`config.mk`:
```
export PLATFORM = sky130hd
export DESIGN_NAME = fetch_buffer
export DESIGN_NICKNAME = d
export VERILOG_FILES = /design/src/rtl/fetch_buffer.sv
export SDC_FILE = /design/constraint.sdc
export NUM_CORES = 2
export LEC_CHECK = 0
export BUFFER_PORTS_ARGS = -buffer_cell sky130_fd_sc_hd__buf_2
export CAP_MARGIN = 20
export CORE_ASPECT_RATIO = 0.8
export CORE_MARGIN = 2
export CORE_UTILIZATION = 40
export CTS_CLUSTER_SIZE = 28
export DETAILED_ROUTE_END_ITERATION = 16
export GPL_TIMING_DRIVEN = 0
export SYNTH_ARGS = -nofsm -noshare
export SYNTH_HDL_FRONTEND = slang
export SYNTH_SLANG_ARGS = --single-unit
```
`constraint.sdc`:
```
create_clock -name clk -period 11.81 [get_ports clk]
set_input_delay 0.5905 -clock clk [delete_from_list [all_inputs] [get_ports clk]]
set_output_delay 0.5905 -clock clk [all_outputs]
set_load 0.02 [all_outputs]
```
`src/rtl/fetch_buffer.sv`:
```
// ============================================================================
// Module   : fetch_buffer
// Brief    : 2-wide circular instruction queue between fetch and decode with
//            branch wrong-path lane squash, back-pressure and single-cycle flush.
// Revision : 1.0 - initial release
// ============================================================================
`default_nettype none

module fetch_buffer #(
    parameter int ADDR_WIDTH = 32,
    parameter int DEPTH      = 8
) (
    input  logic                        clk,
    input  logic                        reset,
    input  logic [1:0]                  in_valid,
    input  logic [ADDR_WIDTH-1:0]       in_pc0,
    input  logic [ADDR_WIDTH-1:0]       in_pc1,
    input  logic [31:0]                 in_instr0,
    input  logic [31:0]                 in_instr1,
    input  logic [1:0]                  in_guesses_branch,
    input  logic [ADDR_WIDTH-1:0]       in_prediction0,
    input  logic [ADDR_WIDTH-1:0]       in_prediction1,
    input  logic                        flush,
    input  logic                        dec_stall,
    output logic                        fetch_stall,
    output logic [1:0]                  out_valid,
    output logic [ADDR_WIDTH-1:0]       out_pc0,
    output logic [ADDR_WIDTH-1:0]       out_pc1,
    output logic [31:0]                 out_instr0,
    output logic [31:0]                 out_instr1,
    output logic [1:0]                  out_guesses_branch,
    output logic [ADDR_WIDTH-1:0]       out_prediction0,
    output logic [ADDR_WIDTH-1:0]       out_prediction1,
    output logic [$clog2(DEPTH):0]      count
);

    localparam int PW = $clog2(DEPTH);
    localparam int CW = PW + 1;

    localparam logic [CW-1:0] C_NEAR_FULL = CW'(DEPTH - 1);
    localparam logic [CW-1:0] C_TWO       = CW'(2);
    localparam logic [CW-1:0] C_ONE       = CW'(1);
    localparam logic [PW-1:0] C_PTR_ONE   = PW'(1);

    // Storage
    logic [ADDR_WIDTH-1:0] r_pc   [DEPTH];
    logic [31:0]           r_instr[DEPTH];
    logic                  r_gb   [DEPTH];
    logic [ADDR_WIDTH-1:0] r_pred [DEPTH];

    logic [PW-1:0] r_head;
    logic [PW-1:0] r_tail;
    logic [CW-1:0] r_count;

    logic [PW-1:0] w_head1;
    logic [PW-1:0] w_tail1;
    logic          w_accept;
    logic          w_eff0;
    logic          w_eff1;
    logic [CW-1:0] w_enq;
    logic [CW-1:0] w_deq;

    logic                  w_wr_a_en;
    logic                  w_wr_b_en;
    logic [ADDR_WIDTH-1:0] w_wr_a_pc;
    logic [31:0]           w_wr_a_instr;
    logic                  w_wr_a_gb;
    logic [ADDR_WIDTH-1:0] w_wr_a_pred;

    assign w_head1 = r_head + C_PTR_ONE;
    assign w_tail1 = r_tail + C_PTR_ONE;

    // Stall looks only at registered occupancy so fetch never sees a comb path.
    assign fetch_stall  = (r_count >= C_NEAR_FULL);
    assign out_valid[0] = (r_count >= C_ONE);
    assign out_valid[1] = (r_count >= C_TWO);
    assign count        = r_count;

    assign out_pc0               = r_pc[r_head];
    assign out_pc1               = r_pc[w_head1];
    assign out_instr0            = r_instr[r_head];
    assign out_instr1            = r_instr[w_head1];
    assign out_guesses_branch[0] = r_gb[r_head];
    assign out_guesses_branch[1] = r_gb[w_head1];
    assign out_prediction0       = r_pred[r_head];
    assign out_prediction1       = r_pred[w_head1];

    always_comb begin
        w_deq = '0;
        if (!dec_stall) begin
            if (out_valid[1]) begin
                w_deq = C_TWO;
            end else if (out_valid[0]) begin
                w_deq = C_ONE;
            end
        end
    end

    // Lane1 is wrong-path when lane0 is a predicted-taken branch.
    assign w_accept = ~fetch_stall & ~flush;
    assign w_eff0   = w_accept & in_valid[0];
    assign w_eff1   = w_accept & in_valid[1] & ~(in_valid[0] & in_guesses_branch[0]);
    assign w_enq    = {{(CW-1){1'b0}}, w_eff0} + {{(CW-1){1'b0}}, w_eff1};

    // Compaction: the first effective lane always lands at tail.
    always_comb begin
        w_wr_a_en    = w_eff0 | w_eff1;
        w_wr_b_en    = w_eff0 & w_eff1;
        w_wr_a_pc    = in_pc1;
        w_wr_a_instr = in_instr1;
        w_wr_a_gb    = in_guesses_branch[1];
        w_wr_a_pred  = in_prediction1;
        if (w_eff0) begin
            w_wr_a_pc    = in_pc0;
            w_wr_a_instr = in_instr0;
            w_wr_a_gb    = in_guesses_branch[0];
            w_wr_a_pred  = in_prediction0;
        end
    end

    always_ff @(posedge clk) begin
        if (w_wr_a_en) begin
            r_pc[r_tail]    <= w_wr_a_pc;
            r_instr[r_tail] <= w_wr_a_instr;
            r_gb[r_tail]    <= w_wr_a_gb;
            r_pred[r_tail]  <= w_wr_a_pred;
        end
        if (w_wr_b_en) begin
            r_pc[w_tail1]    <= in_pc1;
            r_instr[w_tail1] <= in_instr1;
            r_gb[w_tail1]    <= in_guesses_branch[1];
            r_pred[w_tail1]  <= in_prediction1;
        end
    end

    always_ff @(posedge clk or posedge reset) begin
        if (reset) begin
            r_head  <= '0;
            r_tail  <= '0;
            r_count <= '0;
        end else if (flush) begin
            r_head  <= '0;
            r_tail  <= '0;
            r_count <= '0;
        end else begin
            r_head  <= r_head + w_deq[PW-1:0];
            r_tail  <= r_tail + w_enq[PW-1:0];
            r_count <= r_count + w_enq - w_deq;
        end
    end

endmodule

`default_nettype wire

```
==> run summary <==
Status -> finished, final reports clean
Layout overhead on the synthesized area -> 18.9%
Register area share after synthesis -> 0.525
Nets@finish -> 3,215
Critical Path AT -> 4460 ps
Post-Syn Area -> 0.0448 mm2
Final hold vios -> 0
Final worst-path setup slack -> 6760 ps
Slew HR -> 0.269
Final Cycle Share -> 0.427
Core Util, Final -> 0.481
Top_reg_cell synth -> edfxtp_1
Drt total wl -> 148,000 um
Sink Count -> 786
Die X -> 378 um
Layout cells sized above 1 -> 0.666
Fill cells -> 9,267
CTS clk-pin slew, worst paths -> 60 ps
Initial antenna violation count -> 39
CP max-delay cell -> buf_1
# rows -> 109
#FFs+latches synth -> 786
Die H -> 303 um
WS Path Type -> reg2out
Vias -> 27,600
FMAX -> 198 MHz
Endpoint class of the critical path -> output port
Crit-path cells -> buf_2 -> buf_4 -> buf_1 -> buf_1 -> mux4_2 -> mux2_2 -> buf_2
Ys async rst share -> 0.0127
Worst hold path type -> in2reg
DR iter-0 viols -> 2,736
Resize count post-CTS -> 0
CP Launch Point -> r_head[0]$_DFF_PP0_
DP Wirelength -> 100,000 um
Crit-path max cell delay -> 840 ps
PortBufs -> 399
Mean Syn Cell Area -> 18.5 um2
VDD IR-drop max -> 138 uV
Number of routed nets with antenna violations -> 0
Top-Level Pins -> 401
Pleak -> 17.6 nW
Synthesis Warnings -> 0
Post-CTS Setup Bufs -> 0
Worst Tran Pin Value -> 1100 ps
Pwr per Cell Area -> 196 mW/mm2
Root buffer cell -> clkbuf_16
Clk_lat worst skew -> 690 ps
Core area -> 0.111 mm2
Post-synth EDFFs -> 776
Via-per-instance ratio -> 6.02
Maximum buffer depth of the clock tree -> 3
CTS tree -> yes
Routed length per placed instance -> 32.4 um
Fin area -> 0.0533 mm2
Number of CTS-inserted buffers -> 88
Starting Density -> 0.404
Die ar. -> 0.115 mm2
H-Tree Depth -> 3
Pre-CTS setup slack -> 7330 ps
First-pass GRT wire length -> 207,000 um
Pre-Repair DR Iteration Count -> 6
Final Setup Violations -> 0
HP Start -> in_prediction0[15]
Crit-path max FO -> 10
GPL Wtd Cong -> 0.778
Critical Path Start Type -> register
Max-slew violations -> 0
Hold WS -> 277 ps
Max-Cap Viols -> 0
Data required, critical path -> 11,220 ps
Post-Syn Instances -> 2,428
FF-to-FF Start -> count[3]$_DFF_PP0_
Post-Syn Nets -> 2,644
Design Power -> 10.5 mW
GRT Overall Usage -> 0.255
Skew final -> 15.5 ps
Drt drc -> 0
Post-CTS Hold Buffers -> 1
Vias in the first global route -> 28,700
Area post-placement -> 0.0503 mm2
RSZ-0062 raised after global routing -> false
Crit path time final -> 5050 ps
Distinct cells, synth -> 36
GRT overflow -> 0
Largest net degree at the start of global routing -> 19
==> cell usage after synthesis (2+ instances only) <==
cell      count  area (um2)
a21oi_1       2        10.0
buf_1        18        67.6
buf_2        94         470
buf_4        15         113
clkbuf_1     68         255
dfrtp_1      10         250
edfxtp_1    776       23300
fa_1          4        80.1
ha_1         12         150
inv_1        17        63.8
mux2_1       47         529
mux2_2      924       10400
mux4_2      388        8740
nand2_1       5        18.8
nand2b_1      3        18.8
nand3_1       3        15.0
nor2_1        6        22.5
nor2b_1       5        31.3
o211ai_2      6        75.1
o22ai_1       5        31.3
o32ai_1       2        17.5
or2_2         2        12.5
xor2_1        3        26.3
==> layout by cell type (no fill, tap or decap), types with 15 or more instances in the layout <==
cell and n:
buf_1 18, buf_12 22, buf_16 23, buf_2 493, buf_4 15, buf_8 34, clkbuf_1 84, clkbuf_16 92
clkinv_1 20, clkinv_2 17, edfxtp_1 776, inv_1 17, mux2_1 47, mux2_2 924, mux4_2 388
==> routing by layer <==
| layer | GRT usage | routed length, um | vias up |
|---|---|---|---|
| met5 | 0 | 230 | - |
| li1 | - | - | 11400 |
| met1 | 0.337 | 59700 | 14500 |
| met4 | 0.0799 | 4300 | 36 |
| met3 | 0.0625 | 12300 | 303 |
| met2 | 0.417 | 71900 | 1267 |
==> metrics by stage <==
stage,instances,TNS [ps]
after floorplan,2428,0
after global placement,4325,-3508250
after detailed placement,4396,0
after CTS,4555,0
after global routing,4573,0
final,4579,0
==> area by class of cell <==
| cell class | instances | area (um2) | area share |
|---|---|---|---|
| flip-flops and latches | 786 | 23600 | 0.442 |
| multi-input cells | 1430 | 20500 | 0.384 |
| repair buffers | 481 | 3610 | 0.0678 |
| clock buffers | 108 | 2360 | 0.0443 |
| well taps | 1498 | 1870 | 0.0351 |
| plain buffers | 195 | 906 | 0.0170 |
| clock inverters | 50 | 470 | 0.00882 |
| inverters | 17 | 63.8 | 0.00120 |
| diodes | 14 | 35.0 | 0.000657 |
==> where the power goes <==
part	internal [mW]	switching [mW]
clock network	1.61	1.16
registers	3.30	0.0677
logic	1.91	2.42
total	6.82	3.64
==> final timing paths <==
check / endpoint / slack (ps) / cells past startpoint
max in group asynchronous: r_head[2]$_DFF_PP0_ / 10990 / 3
max reg2reg: r_pred[2][22]$_DFFE_PP_ / 7350 / 12
min in group asynchronous: r_head[0]$_DFF_PP0_ / 500 / 3
min: r_pred[3][15]$_DFFE_PP_ / 280 / 2
max: out_pc0[21] / 6760 / 7
min reg2reg: r_tail[0]$_DFF_PP0_ / 680 / 2
==> registers in the layout (all words and copies together), names as in the netlist <==
register  count
r_pred      256
r_instr     256
r_tail        3
r_pc        256
r_head        3
count         4
r_gb          8
==> kinds of logic after synthesis <==
logic type               after synthesis  share of synthesized area
multiplexers                        1359                      0.439
flip-flops                           786                      0.525
buffers and inverters                212                     0.0216
AND/OR/NAND/NOR                       29                    0.00346
AO/OA/AOI/OAI                         20                    0.00446
adder cells (fa/ha/maj)               16                    0.00513
XOR/XNOR                               6                    0.00151
==> worst max-delay path, delay by kind of cell (launching register included) <==
kind,cells,cell delay (ps)
multiplexers,2,730
buffers and inverters,5,2630
flip-flops,1,370
Note: power is estimated with default switching activity, not from simulation.
